File: src/rtl/multi_timer_pkg.sv
// Shared types and default sizing for the multi-channel timer.
// Channel state encoding is shared by the top and the per-channel FSM.
package multi_timer_pkg;

    typedef enum logic {CH_IDLE, CH_RUN} chan_state_e;

    localparam int DEF_N_CH  = 4;
    localparam int DEF_WIDTH = 16;
    localparam int DEF_PRE_W = 8;

endpackage

File: src/rtl/timer_channel.sv
// One timer channel: run/idle FSM, down-counter, one-cycle done pulse and sticky expired flag.
// Advances only on the shared prescaler tick; stop beats start, and start beats tick.
module timer_channel
    import multi_timer_pkg::*;
#(
    parameter int WIDTH = DEF_WIDTH
) (
    input  logic             clk,
    input  logic             rst,
    input  logic             i_tick,
    input  logic             i_start,
    input  logic             i_stop,
    input  logic             i_periodic,
    input  logic [WIDTH-1:0] i_load_val,
    input  logic             i_clr_expired,
    output logic             o_busy,
    output logic             o_done,
    output logic             o_expired,
    output logic [WIDTH-1:0] o_count
);

    chan_state_e      r_state;
    chan_state_e      w_nxt_state;
    logic [WIDTH-1:0] r_count;
    logic [WIDTH-1:0] w_nxt_count;
    logic             r_done;
    logic             r_expired;
    logic             w_expire;

    always_comb begin
        w_nxt_state = r_state;
        w_nxt_count = r_count;
        w_expire    = 1'b0;
        if (i_stop) begin
            w_nxt_state = CH_IDLE;
            w_nxt_count = '0;
        end else if (i_start) begin
            // restart while running discards any tick in the same cycle
            w_nxt_state = CH_RUN;
            w_nxt_count = i_load_val;
        end else if (r_state == CH_RUN && i_tick) begin
            if (r_count != '0) begin
                w_nxt_count = r_count - WIDTH'(1);
            end else begin
                w_expire = 1'b1;
                if (i_periodic) begin
                    w_nxt_count = i_load_val;
                end else begin
                    w_nxt_state = CH_IDLE;
                end
            end
        end
    end

    always_ff @(posedge clk or posedge rst) begin
        if (rst) begin
            r_state   <= CH_IDLE;
            r_count   <= '0;
            r_done    <= 1'b0;
            r_expired <= 1'b0;
        end else begin
            r_state <= w_nxt_state;
            r_count <= w_nxt_count;
            r_done  <= w_expire;
            // a new expiry wins over a coincident clear
            if (w_expire) begin
                r_expired <= 1'b1;
            end else if (i_clr_expired) begin
                r_expired <= 1'b0;
            end
        end
    end

    assign o_busy    = (r_state == CH_RUN);
    assign o_done    = r_done;
    assign o_expired = r_expired;
    assign o_count   = r_count;

endmodule

File: src/rtl/multi_timer.sv
// N-channel programmable down-counting timer sharing one free-running prescaler.
// Each channel is an independent timer_channel instance driven by the common tick.
module multi_timer
    import multi_timer_pkg::*;
#(
    parameter int N_CH  = DEF_N_CH,
    parameter int WIDTH = DEF_WIDTH,
    parameter int PRE_W = DEF_PRE_W
) (
    input  logic                  clk,
    input  logic                  rst,
    input  logic [PRE_W-1:0]      i_prescale,
    input  logic [N_CH-1:0]       i_start,
    input  logic [N_CH-1:0]       i_stop,
    input  logic [N_CH-1:0]       i_periodic,
    input  logic [N_CH*WIDTH-1:0] i_load_val,
    input  logic [N_CH-1:0]       i_clr_expired,
    output logic [N_CH-1:0]       o_busy,
    output logic [N_CH-1:0]       o_done,
    output logic [N_CH-1:0]       o_expired,
    output logic [N_CH*WIDTH-1:0] o_count
);

    logic [PRE_W-1:0] r_pre_cnt;
    logic             w_tick;

    // >= rather than == so lowering prescale ticks at once instead of wrapping
    assign w_tick = (r_pre_cnt >= i_prescale);

    always_ff @(posedge clk or posedge rst) begin
        if (rst) begin
            r_pre_cnt <= '0;
        end else if (w_tick) begin
            r_pre_cnt <= '0;
        end else begin
            r_pre_cnt <= r_pre_cnt + PRE_W'(1);
        end
    end

    for (genvar g = 0; g < N_CH; g++) begin : g_ch
        timer_channel #(.WIDTH(WIDTH)) u_ch (
            .clk           (clk),
            .rst           (rst),
            .i_tick        (w_tick),
            .i_start       (i_start[g]),
            .i_stop        (i_stop[g]),
            .i_periodic    (i_periodic[g]),
            .i_load_val    (i_load_val[g*WIDTH +: WIDTH]),
            .i_clr_expired (i_clr_expired[g]),
            .o_busy        (o_busy[g]),
            .o_done        (o_done[g]),
            .o_expired     (o_expired[g]),
            .o_count       (o_count[g*WIDTH +: WIDTH])
        );
    end

endmodule

File: config.mk
export PLATFORM = sky130hd
export DESIGN_NAME = multi_timer
export DESIGN_NICKNAME = d
export VERILOG_FILES = /design/src/rtl/multi_timer_pkg.sv /design/src/rtl/timer_channel.sv /design/src/rtl/multi_timer.sv
export SDC_FILE = /design/constraint.sdc
export NUM_CORES = 1
export LEC_CHECK = 0
export CAP_MARGIN = 25
export CORE_MARGIN = 3
export CORE_UTILIZATION = 58
export CTS_CLUSTER_DIAMETER = 200
export CTS_CLUSTER_SIZE = 25
export DETAILED_ROUTE_END_ITERATION = 16
export DONT_BUFFER_PORTS = 1
export GPL_TIMING_DRIVEN = 0
export HOLD_SLACK_MARGIN = 0.12
export PLACE_DENSITY = 0.75
export SLEW_MARGIN = 20
export SYNTH_ARGS = -nofsm -noshare
export SYNTH_HDL_FRONTEND = slang
export SYNTH_HIERARCHICAL = 1
export SYNTH_SLANG_ARGS = --single-unit
File: constraint.sdc
create_clock -name clk -period 2.35 [get_ports clk]
set_clock_uncertainty 0.05 [all_clocks]
set_input_delay 0.235 -clock clk [delete_from_list [all_inputs] [get_ports clk]]
set_output_delay 0.235 -clock clk [all_outputs]
set_load 0.01 [all_outputs]
==> results of run 1 <==
[cell usage in the layout, fill, tap and decap left out, types with 13 or more instances in the layout]
| cell type | count |
|---|---|
| a22oi_1 | 31 |
| a22oi_2 | 13 |
| buf_4 | 55 |
| buf_6 | 24 |
| clkbuf_8 | 18 |
| dfrtp_1 | 79 |
| dlygate4sd3_1 | 81 |
| inv_1 | 30 |
| nand2_1 | 18 |
| nor2_1 | 64 |
| nor3_1 | 51 |
| o21ai_2 | 41 |
| o2bb2ai_1 | 35 |
| o2bb2ai_2 | 17 |
[Yosys cell counts]
| cell | number | area, um2 |
|---|---|---|
| a21oi_1 | 16 | 80.1 |
| or2_2 | 12 | 75.1 |
| nor4_1 | 12 | 75.1 |
| nor3b_1 | 4 | 30.0 |
| o22ai_1 | 8 | 50.1 |
| nand3b_1 | 4 | 30.0 |
| o211ai_1 | 1 | 7.51 |
| mux2_2 | 4 | 45.0 |
| ha_1 | 17 | 213 |
| buf_2 | 4 | 20.0 |
| a221oi_2 | 1 | 15.0 |
| o31ai_1 | 4 | 30.0 |
| clkbuf_1 | 12 | 45.0 |
| nor2_1 | 68 | 255 |
| or4_1 | 8 | 60.1 |
| or4b_1 | 4 | 40.0 |
| o21a_1 | 1 | 7.51 |
| nand2_1 | 24 | 90.1 |
| nand2b_4 | 1 | 13.8 |
| and3_1 | 7 | 43.8 |
| or3_1 | 8 | 50.1 |
| xnor2_1 | 2 | 17.5 |
| a2111oi_4 | 1 | 27.5 |
| a22oi_1 | 44 | 330 |
| nand2b_2 | 4 | 35.0 |
| mux2i_1 | 4 | 40.0 |
| nand2b_1 | 4 | 25.0 |
| or4_4 | 8 | 90.1 |
| nor4_2 | 4 | 50.1 |
| nor3_1 | 56 | 280 |
| o21ai_0 | 52 | 260 |
| dfrtp_1 | 84 | 2100 |
| inv_1 | 38 | 143 |
| o21ai_2 | 1 | 8.76 |
| buf_6 | 12 | 135 |
| nor4b_1 | 4 | 35.0 |
| o21bai_1 | 4 | 30.0 |
| o2bb2ai_1 | 52 | 455 |
| a21o_1 | 5 | 37.5 |
| a32oi_1 | 8 | 70.1 |
| nand4_1 | 4 | 25.0 |
| clkbuf_2 | 4 | 20.0 |
| nand3_1 | 8 | 40.0 |
| xor2_1 | 4 | 35.0 |
[power by group through the flow]
stage	Sequential, mW	Combinational (mW)	Clock (mW)
floorplan	1.88	1.46	0
global placement	1.95	1.73	0
detailed placement	1.96	1.77	0
CTS	1.94	2.41	1.09
global route	1.99	3.19	1.17
finish	1.98	3.02	1.10
[stage by stage]
stage	area [um2]	cells	utilization
after floorplan	5610	627	-
after global placement	5770	756	0.622
after detailed placement	5770	756	0.622
after CTS	7750	905	0.835
after global routing	8470	927	0.912
final	8470	927	0.912
[worst reg2reg max path, delay by kind of cell, from the launching register on]
family                   cells  cell delay (ns)
AO/OA/AOI/OAI                2             0.24
adder cells (fa/ha/maj)      1             0.15
buffers and inverters        2             0.37
flip-flops                   1             0.47
AND/OR/NAND/NOR              3             1.31
[logic make-up (layout without fill, tap and decap cells)]
kind of cell | Yosys count | after routing | synth area share
AND/OR/NAND/NOR | 244 | 244 | 0.241
AO/OA/AOI/OAI | 198 | 199 | 0.253
flip-flops | 84 | 84 | 0.377
buffers and inverters | 70 | 240 | 0.0652
adder cells (fa/ha/maj) | 17 | 17 | 0.0382
multiplexers | 8 | 8 | 0.0153
XOR/XNOR | 6 | 6 | 0.00944
[state kept, by name (all words and copies together) (netlist names)]
signal / count
g_ch.u_ch/o_count: 64
r_pre_cnt: 8
g_ch.u_ch/o_busy: 4
g_ch.u_ch/o_done: 4
g_ch.u_ch/o_expired: 4
[metal layers]
layer	vias up	track usage	share of wire
met5	-	0	0
met4	0	0.192	0.066
li1	2726	-	-
met3	200	0.0863	0.12
met2	669	0.587	0.47
met1	3152	0.432	0.34
[area by class of cell]
class	count	area, um2	area share
multi-input cells	474	4010	0.474
flip-flops and latches	84	2110	0.249
repair buffers	158	1560	0.184
plain buffers	28	279	0.0330
well taps	129	161	0.0191
clock buffers	12	155	0.0183
inverters	38	145	0.0171
clock inverters	4	47.5	0.00562
[final timing paths]
kind | endpoint
max | g_ch[1].u_ch/o_count[12]
min reg2reg | r_pre_cnt[0]
min in group asynchronous | r_pre_cnt[5]
min | g_ch[2].u_ch/o_count[0]
max in group asynchronous | g_ch[1].u_ch/o_count[0]
max reg2reg | g_ch[1].u_ch/o_count[12]
[repair_timing]
action,4_1_cts,5_1_grt
endpoints found under the setup margin,72,73
endpoints found under the hold margin,160,0
resized for setup,144,138
pin swaps,80,62
hold buffers,81,0
buffers inserted,46,23
gates cloned,6,5
==> summary.md, run 1 <==
| Metric | Value |
|---|---|
| Post-route ant nets | `0` |
| Die Wd | `slightly above 100 um` |
| Ratio of cells with drive above 1 in the final layout | `0.371` |
| Final Hold Fails | `0` |
| Worst Reg-to-Reg Cells | `8` |
| Area growth from synthesis to layout | `52.0%` |
| Sw Share | `0.428` |
| Buf/Inv on CP | `2` |
| Status | `finished, violations left` |
| Mapped Area | `0.00557 mm2` |
| Reg power frac | `0.324` |
| Largest net degree at the start of global routing | `20` |
| Crit-path cells | `inv_2 > ha_4 > or4b_4 > or4_4 > nand4_1 > clkbuf_8 > o21ai_2 > o2bb2ai_1` |
| Inserted Clock Buffers | `9` |
| Syn nets | `~730` |
| 1st-pass router iterations | `6` |
| Hold depth | `3` |
| Gp weighted congestion | `0.943` |
| Slew @ Worst Pin | `roughly 0.94 ns` |
| N_diodes | `0` |
| Clock root buffer | `clkbuf_8` |
| Fillcell total | `380` |
| TritonCTS clock tree | `yes` |
| Max-Slew Margin vs Limit | `0.371` |
| Critical path peak fanout | `5` |
| Worst path max stage delay | `roughly 0.56 ns` |
| Logic pwr share | `0.495` |
| Nets | `900` |
| Vias in the first global route | `roughly 6400` |
| PwrDens | `approximately 700 mW/mm2` |
| WHS | `about 0.13 ns` |
| Tot Pwr | `roughly 6.1 mW` |
| Peak supply drop | `between 0.4 and 0.5 mV` |
| Worst r2r src | `g_ch[1].u_ch/o_count[1]` |
| Fin crit share | `1.15` |
| Net Sw Power | `2.61 mW` |
| Leakage power | `~3.6 nW` |
| Vias per cell | `between 7 and 8` |
| Max clock buf depth | `2` |
| Clk slew on worst S/H paths | `approximately 0.09 ns` |
| DR vias | `a little under 7000` |
| Final Critical Period | `~2.7 ns` |
| H-tree levels | `3` |
| Top cell family by delay on the critical path | `simple AND/OR/NAND/NOR gates` |
| Hold crit path type | `in -> reg` |
| Chip height | `just over 100 um` |
| Rows | `35` |
| Worst hold start | `i_start[2]` |
| RSZ-0062 raised after global routing | `yes` |
| Setup TNS Final | `-13.68 ns` |
| R2R Setup Slk | `-0.35 ns` |
| First-pass GRT wire length | `between 30000 and 40000 um` |
| DRC | `0` |
| Fmax | `~370 MHz` |
| Synth Area per Inst | `approximately 9 um2` |
| Die area | `0.0108 mm2` |
| Levels on crit path | `8` |
| All-Layer GR Usage | `0.356` |
| Initial Utilization | `0.600` |
| Part of the Yosys area used for sequential elements | `0.377` |
| Hpwl dp | `11400 um` |
| Clk sinks | `84` |
| DR iter-0 viols | `800` |
| Setup ws final | `-0.354 ns` |
| Crit path launch | `g_ch[1].u_ch/o_count[1]` |
| Distinct cell type count after synthesis | `44` |
| Worst path arrival time | `2.88 ns` |
| WL/cell | `around 25 um` |
| Final slew viol count | `0` |
| Total grt overflow | `0` |
| PortBufs | `0` |
| Total Routed Length | `around 24000 um` |
| Failing checks | `setup timing` |
| Cells after synthesis | `between 600 and 700` |
| Yosys warnings | `6` |
| Clock power share | `0.180` |
| Dpl ws | `-0.465 ns` |
| Setup violators final | `67` |
| Req. time, crit path | `around 2.5 ns` |
| Crit Path Class | `reg -> reg` |
| Slowest-stage cell, CP | `or4_4` |
| Max-cap violation count | `0` |
| Int Pwr | `around 3.5 mW` |
| Clk_lat worst skew | `between 0.3 and 0.4 ns` |
| Initial antenna violation count | `0` |
| Worst setup EP type | `register` |
| Core area | `about 0.0093 mm2` |
| Synth Register Bits | `between 80 and 90` |
| Worst setup SP type | `register` |
| Num ports | `approximately 170` |
(Power assumes the default switching activity.)
==> run 2: changes to the inputs <==
- CORE_UTILIZATION: 58 -> 45
- PLACE_DENSITY: 0.75 -> 0.61
==> run 2 against run 1 <==
  * The flow still finishes with violations (setup timing)
  * Cell area increased by 3.7%
  * Sequential share of layout area is 0.88 points lower
  * Combinational power hardly changed
  * Total power up 6.0%
  * Critical path depth down 1
  * Global-route usage is 7.3 points lower
  * Via count fell by 7.6%
  * Final cell count rose by 6.7%
  * Critical endpoint is now g_ch[2].u_ch/o_count[14]
==> summary.md, run 2 (synthesis results as in run 1) <==
| Metric | Value |
|---|---|
| Status | `finished, violations left` |
| Failing checks | `setup timing` |
| Num ports | `166 (unchanged)` |
| Setup violators final | `69 (+3.0%)` |
| TritonCTS clock tree | `yes` |
| Total Routed Length | `21400 um (-9.2%)` |
| PortBufs | `0 (unchanged)` |
| Setup ws final | `-0.220 ns (+0.135 ns)` |
| Worst setup EP type | `register` |
| Most frequent cells in the layout | `dlygate4sd3_1 (81), dfrtp_1 (78), buf_4 (77)` |
| Critical path peak fanout | `6 (+1)` |
| DR vias | `6237 (-7.6%)` |
| H-tree levels | `3 (unchanged)` |
| Fin crit share | `1.09 (-0.0573)` |
| Vias per cell | `6.31 (-13%)` |
| Initial Utilization | `0.462 (-0.138)` |
| Fmax | `389 MHz (+5.2%)` |
| Chip height | `117 um (+13%)` |
| Peak supply drop | `0.419 mV (-0.72%)` |
| Gp weighted congestion | `0.889 (-5.8%)` |
| WHS | `0.137 ns (+0.00400 ns)` |
| Clk_lat worst skew | `0.35 ns (about the same)` |
| 1st-pass router iterations | `5 (-1)` |
| Max-Slew Margin vs Limit | `0.458 (+0.0870)` |
| Worst setup SP type | `register` |
| Dpl ws | `-0.548 ns (-0.0840 ns)` |
| Crit Path Class | `reg -> reg` |
| Die Wd | `117 um (+13%)` |
| Fin area | `0.00878 mm2 (+3.7%)` |
| DRC | `0 (unchanged)` |
| DR iter-0 viols | `633 (-21%)` |
| Req. time, crit path | `2.53 ns (about the same)` |
| Max FFs per register | `64 (unchanged)` |
| RSZ-0062 raised after global routing | `yes` |
| Largest net degree at the start of global routing | `20 (unchanged)` |
| Final slew viol count | `0 (unchanged)` |
| Final Critical Period | `2.57 ns (-0.135 ns)` |
| PwrDens | `737 mW/mm2 (+2.2%)` |
| Clk slew on worst S/H paths | `0.07 ns (-0.02 ns)` |
| Area growth from synthesis to layout | `57.6%` |
| Clock root buffer | `clkbuf_16` |
| Hpwl dp | `12100 um (+6.6%)` |
| N_diodes | `0 (unchanged)` |
| Nets | `923 (+2.6%)` |
| Clk sinks | `84 (unchanged)` |
| Slew @ Worst Pin | `0.813 ns (-0.124 ns)` |
| Final Hold Fails | `0 (unchanged)` |
| Ratio of cells with drive above 1 in the final layout | `0.378 (+0.00666)` |
| Leakage power | `3.73 nW (+3.6%)` |
| Die area | `0.0137 mm2 (+27%)` |
| Core area | `0.0121 mm2 (+30%)` |
| Post-route ant nets | `0 (unchanged)` |
| Post-DP Area | `0.00582 mm2 (+0.85%)` |
| Rows | `40 (+14%)` |
| First-pass GRT wire length | `30900 um (-2.6%)` |
| Most common cell after layout, fill and taps aside | `dlygate4sd3_1` |
| Initial antenna violation count | `0 (unchanged)` |
| Inserted Clock Buffers | `9 (unchanged)` |
| Max-cap violation count | `0 (unchanged)` |
| Total grt overflow | `0 (unchanged)` |
| Hold crit path type | `in -> reg` |
| All-Layer GR Usage | `0.283 (-0.0731)` |
| Worst path arrival time | `2.75 ns (-0.13 ns)` |
| Vias in the first global route | `6083 (-4.2%)` |
| WL/cell | `21.6 um (-15%)` |
| Max clock buf depth | `2 (unchanged)` |
[run 2: area by class of cell]
type / count / area, um2
Multi-Input combinational cell: 475 / 4040
Fill cell: 824 / 3280
Sequential cell: 84 / 2110
Timing Repair Buffer: 181 / 1710
Buffer: 27 / 273
Clock buffer: 9 / 225
Tap cell: 168 / 210
Inverter: 38 / 143
Clock inverter: 7 / 77.6
[run 2: power by group]
group	internal (mW)	switching, mW
combinational	1.40	1.63
clock	0.827	0.644
sequential	1.63	0.338
total	3.85	2.61
[run 2: path summary, 6_finish.rpt]
path	slack, ns	cells past startpoint	endpoint	startpoint
setup / recovery	-0.22	7	g_ch[2].u_ch/o_count[14]	g_ch[2].u_ch/o_count[4]
hold / removal	0.14	3	g_ch[0].u_ch/o_count[0]	i_start[0]
setup reg to reg	-0.22	7	g_ch[2].u_ch/o_count[14]	g_ch[2].u_ch/o_count[4]
hold reg to reg	0.50	2	r_pre_cnt[0]	r_pre_cnt[0]
max in group asynchronous	1.10	2	g_ch[1].u_ch/o_count[0]	rst
min in group asynchronous	0.38	2	r_pre_cnt[4]	rst
[run 2: per-layer routing]
metal / vias up / global-route usage / part of all wire
met2: 343 / 0.474 / 0.50
met3: 75 / 0.0674 / 0.079
met4: 0 / 0.106 / 0.032
met1: 3037 / 0.355 / 0.39
met5: - / 0 / 0
li1: 2782 / - / -
[run 2: critical path: stages (launching register included)]
cell	delay (ns)
dfrtp_1	0.43
buf_6	0.15
or4_4	0.57
or4_4	0.62
nand4_1	0.22
clkbuf_8	0.20
o21ai_1	0.09
o2bb2ai_1	0.12
[run 2: through the flow]
stage,utilization,power [mW],cells,setup TNS [ns]
detailed placement,0.483,3.75,795,-26.48
finish,0.728,6.47,989,-9.52
floorplan,-,3.34,627,0
CTS,0.671,5.98,967,-5.92
global placement,0.483,3.71,795,-25.62
global route,0.728,6.81,989,-14.35
[run 2: timing repair]
| action | CTS | global route |
|---|---|---|
| resized for setup | 154 | 134 |
| cloned | 7 | 6 |
| hold endpoints to repair | 160 | 0 |
| pin swaps | 73 | 63 |
| setup endpoints to repair | 72 | 75 |
| buffers inserted | 68 | 22 |
| hold buffers | 81 | 0 |
==> run 3: changes to the inputs <==
- SYNTH_HIERARCHICAL: 1 -> unset
==> run 3 against run 2 <==
  * Synthesized cell count increased by 7.2%
  * Non-clock buffer count decreased by 46
  * The run still ends with setup timing left
  * Largest cell class unchanged
  * Register-to-register slack got worse by 0.07 ns
  * Cell area decreased by 9.5%
  * Global-route usage decreased by 2.0 points
  * Die area decreased by 1.7%
  * Sequential cell count unchanged
  * Area after synthesis decreased by 1.8%
  * Final cell count decreased by 3.9%
  * Combinational power decreased by 14%
==> summary.md, run 3 <==
| Metric | Value |
|---|---|
| Status | `finished, violations left` |
| Failing checks | `setup timing` |
| Post-route ant nets | `0 (unchanged)` |
| Int Pwr | `3.79 mW (-1.7%)` |
| Xor/xnor cell area share of the yosys netlist | `0.00961 (+0.000173)` |
| Post-synth top area share | `0.384 (+0.00691)` |
| Fin crit share | `1.12 (+0.0309)` |
| N_diodes | `0 (unchanged)` |
| Total grt overflow | `0 (unchanged)` |
| Net Sw Power | `2.49 mW (-4.5%)` |
| Top cells by count, synth | `dfrtp_1 (84), a21oi_1 (78), nor2_1 (67), nand2_1 (52), o21ai_0 (48)` |
| Num ports | `166 (unchanged)` |
| Req. time, crit path | `2.54 ns (about the same)` |
| Area leader, netlist | `dfrtp_1` |
| Die Wd | `116 um (-0.86%)` |
| Worst setup SP type | `register` |
| RSZ-0062 raised after global routing | `yes` |
| PwrDens | `791 mW/mm2 (+7.4%)` |
| TritonCTS clock tree | `yes` |
| Hold crit path type | `in -> reg` |
| Leakage power | `3.38 nW (-9.4%)` |
| Clk sinks | `84 (unchanged)` |
| Worst path arrival time | `2.84 ns (+0.09 ns)` |
| Most frequent cells in the layout | `dlygate4sd3_1 (75), dfrtp_1 (74), a21oi_1 (70)` |
| Vias per cell | `6.32 (+0.17%)` |
| Die area | `0.0135 mm2 (-1.7%)` |
| Clk slew on worst S/H paths | `0.07 ns (about the same)` |
| Mapped Area | `0.00547 mm2 (-1.8%)` |
| Ys flop type | `dfrtp_1` |
| Dpl ws | `-0.563 ns (-0.0143 ns)` |
| Inserted Clock Buffers | `9 (unchanged)` |
| Clk_lat worst skew | `0.36 ns (about the same)` |
| WHS | `0.105 ns (-0.0317 ns)` |
| Synth Register Bits | `84 (unchanged)` |
| Worst setup EP type | `register` |
| Cell with the most instances after synthesis | `dfrtp_1` |
| Setup violators final | `19 (-72%)` |
| Fillcell total | `920 (+12%)` |
| Top cells by area, synth | `dfrtp_1 (38%), a21oi_1 (7.1%), nor2_1 (4.6%)` |
| Nets | `909 (-1.5%)` |
| Largest net degree at the start of global routing | `32 (+60%)` |
| Crit Path Class | `reg -> reg` |
| Distinct cell type count after synthesis | `58 (+32%)` |
| Post-Synth Adder-Cell Area | `0.0389 (+0.000699)` |
| First-pass GRT wire length | `28500 um (-7.7%)` |
| Max clock buf depth | `2 (unchanged)` |
| All-Layer GR Usage | `0.263 (-0.0201)` |
| Setup TNS Final | `-4.22 ns (+5.29 ns)` |
| Logic pwr share | `0.414 (-0.055)` |
| Hpwl dp | `11900 um (-1.6%)` |
| Initial Utilization | `0.469 (+0.00722)` |
| Yosys warnings | `0 (-6)` |
| Chip height | `116 um (-0.86%)` |
| Post-synth ARST share | `1.00 (unchanged)` |
| Max-Slew Margin vs Limit | `0.388 (-0.0699)` |
| Core area | `0.0117 mm2 (-3.3%)` |
| Post-layout util | `0.681 (-0.0466)` |
| DR iter-0 viols | `571 (-9.8%)` |
| Peak supply drop | `0.453 mV (+8.1%)` |
| Cells after synthesis | `672 (+7.2%)` |
| Footprint of the multi-input gates | `0.00366 mm2 (-9.4%)` |
| Critical path peak fanout | `5 (-1)` |
| Syn nets | `779 (+6.1%)` |
| Gp weighted congestion | `0.894 (+0.59%)` |
| Number of synthesized flops with an enable pin | `0 (unchanged)` |
| Tot Pwr | `6.28 mW (-2.9%)` |
| Main combinational cell family by area after synthesis | `simple AND/OR/NAND/NOR gates` |
| Total Routed Length | `19200 um (-10%)` |
| Final slew viol count | `0 (unchanged)` |
| H-tree levels | `3 (unchanged)` |
| Part of the Yosys area used for sequential elements | `0.384 (+0.00691)` |
| Final Hold Fails | `0 (unchanged)` |
| Clock root buffer | `clkbuf_16` |
| Sw Share | `0.397 (-0.00685)` |
| Rows | `39 (-2.5%)` |
| Vias in the first global route | `5671 (-6.8%)` |
| Synth Area in Compound Gates | `0.246 (-0.00749)` |
| Initial antenna violation count | `0 (unchanged)` |
| Ratio of cells with drive above 1 in the final layout | `0.261 (-0.116)` |
| Slew @ Worst Pin | `0.915 ns (+0.102 ns)` |
| Area growth from synthesis to layout | `45.3%` |
| PortBufs | `0 (unchanged)` |
| Fmax | `378 MHz (-2.7%)` |
| Max-cap violation count | `0 (unchanged)` |
| FF+latch area | `0.00211 mm2 (+0.24%)` |
| Synth Area in Simple Gates | `0.249 (+0.00739)` |
| DR vias | `6001 (-3.8%)` |
| Setup ws final | `-0.292 ns (-0.0727 ns)` |
| DRC | `0 (unchanged)` |
| Most common cell after layout, fill and taps aside | `dlygate4sd3_1` |
| Post-synthesis mux area share | `0.00915 (-0.00613)` |
| WL/cell | `20.2 um (-6.7%)` |
| 1st-pass router iterations | `5 (unchanged)` |
| Synth Area per Inst | `8.14 um2 (-8.4%)` |
| Reg power frac | `0.331 (+0.027)` |
| Clock power share | `0.255 (+0.027)` |
| Final Critical Period | `2.64 ns (+0.0727 ns)` |
| Max FFs per register | `64 (unchanged)` |
## run 3: cell count changes in the layout (fill, tap and decap cells not counted), moves of 15 or more
cell       before  now
nand2_1        17   46
buf_4          77   41
buf_6          27   12
o21ai_0         0   17
nor4_1          0   16
o2bb2ai_1      38    8
nor3_1         46   27
a21oi_1         5   70
a22oi_1        35    0
## run 3: cells by family (layout without fill, tap and decap cells)
logic type / after synthesis / in the layout
XOR/XNOR: 6 / 6
adder cells (fa/ha/maj): 17 / 17
AND/OR/NAND/NOR: 268 / 268
buffers and inverters: 74 / 209
multiplexers: 5 / 5
flip-flops: 84 / 84
AO/OA/AOI/OAI: 218 / 218
## run 3: area by class of cell
cell class                 instances  area share
clock buffer                      10      0.0301
multi-input combinational        514       0.460
inverter                          31      0.0151
timing repair buffer             120       0.157
buffer                            42      0.0375
sequential                        84       0.266
clock inverter                     6      0.0110
tap                              143      0.0225
## run 3: what timing repair did
action                                  in CTS  in global routing
hold endpoints to repair                   158                  0
setup buffers                               28                 10
pin swaps                                   15                 33
cloned                                       1                  4
gates resized for setup                     66                140
hold buffers                                75                  0
endpoints found under the setup margin      69                 71
## run 3: layer usage
metal	share of wire	track usage
met5	0	0
met4	0.027	0.105
met3	0.083	0.0565
met2	0.48	0.423
met1	0.41	0.347
## run 3: worst paths after layout
check	from	to	slack [ns]	cells past startpoint
max	g_ch[2].u_ch.o_count[0]	g_ch[2].u_ch.o_count[12]	-0.29	16
min	i_load_val[8]	g_ch[0].u_ch.o_count[8]	0.11	3
max reg2reg	g_ch[2].u_ch.o_count[0]	g_ch[2].u_ch.o_count[12]	-0.29	16
min reg2reg	g_ch[1].u_ch.o_expired	g_ch[1].u_ch.o_expired	0.43	1
max in group asynchronous	rst	g_ch[1].u_ch.o_count[10]	1.45	4
min in group asynchronous	rst	g_ch[2].u_ch.o_count[13]	0.22	2
## run 3: worst max-delay path, stage by stage, from the launching register on
cell	delay [ns]
dfrtp_2	0.43
inv_2	0.05
buf_4	0.12
buf_4	0.12
buf_4	0.12
buf_4	0.12
buf_4	0.12
buf_4	0.12
buf_4	0.12
buf_4	0.12
buf_4	0.13
ha_1	0.24
nand2_2	0.12
nor3_2	0.09
and3_1	0.22
a21oi_1	0.16
o21ai_1	0.08
## run 3: power groups by stage
stage | logic, mW | registers [mW] | clock network (mW)
floorplan | 1.43 | 1.96 | 0
global route | 2.83 | 2.11 | 1.68
CTS | 2.21 | 2.04 | 1.62
global placement | 1.75 | 2.05 | 0
detailed placement | 1.80 | 2.06 | 0
finish | 2.60 | 2.08 | 1.60
## run 3: per-stage QoR
step / instances / cell area [um2]
2_1_floorplan: 672 / 5520
3_3_place_gp: 815 / 5700
3_5_place_dp: 818 / 5770
4_1_cts: 938 / 7270
5_1_grt: 950 / 7950
6_report: 950 / 7950
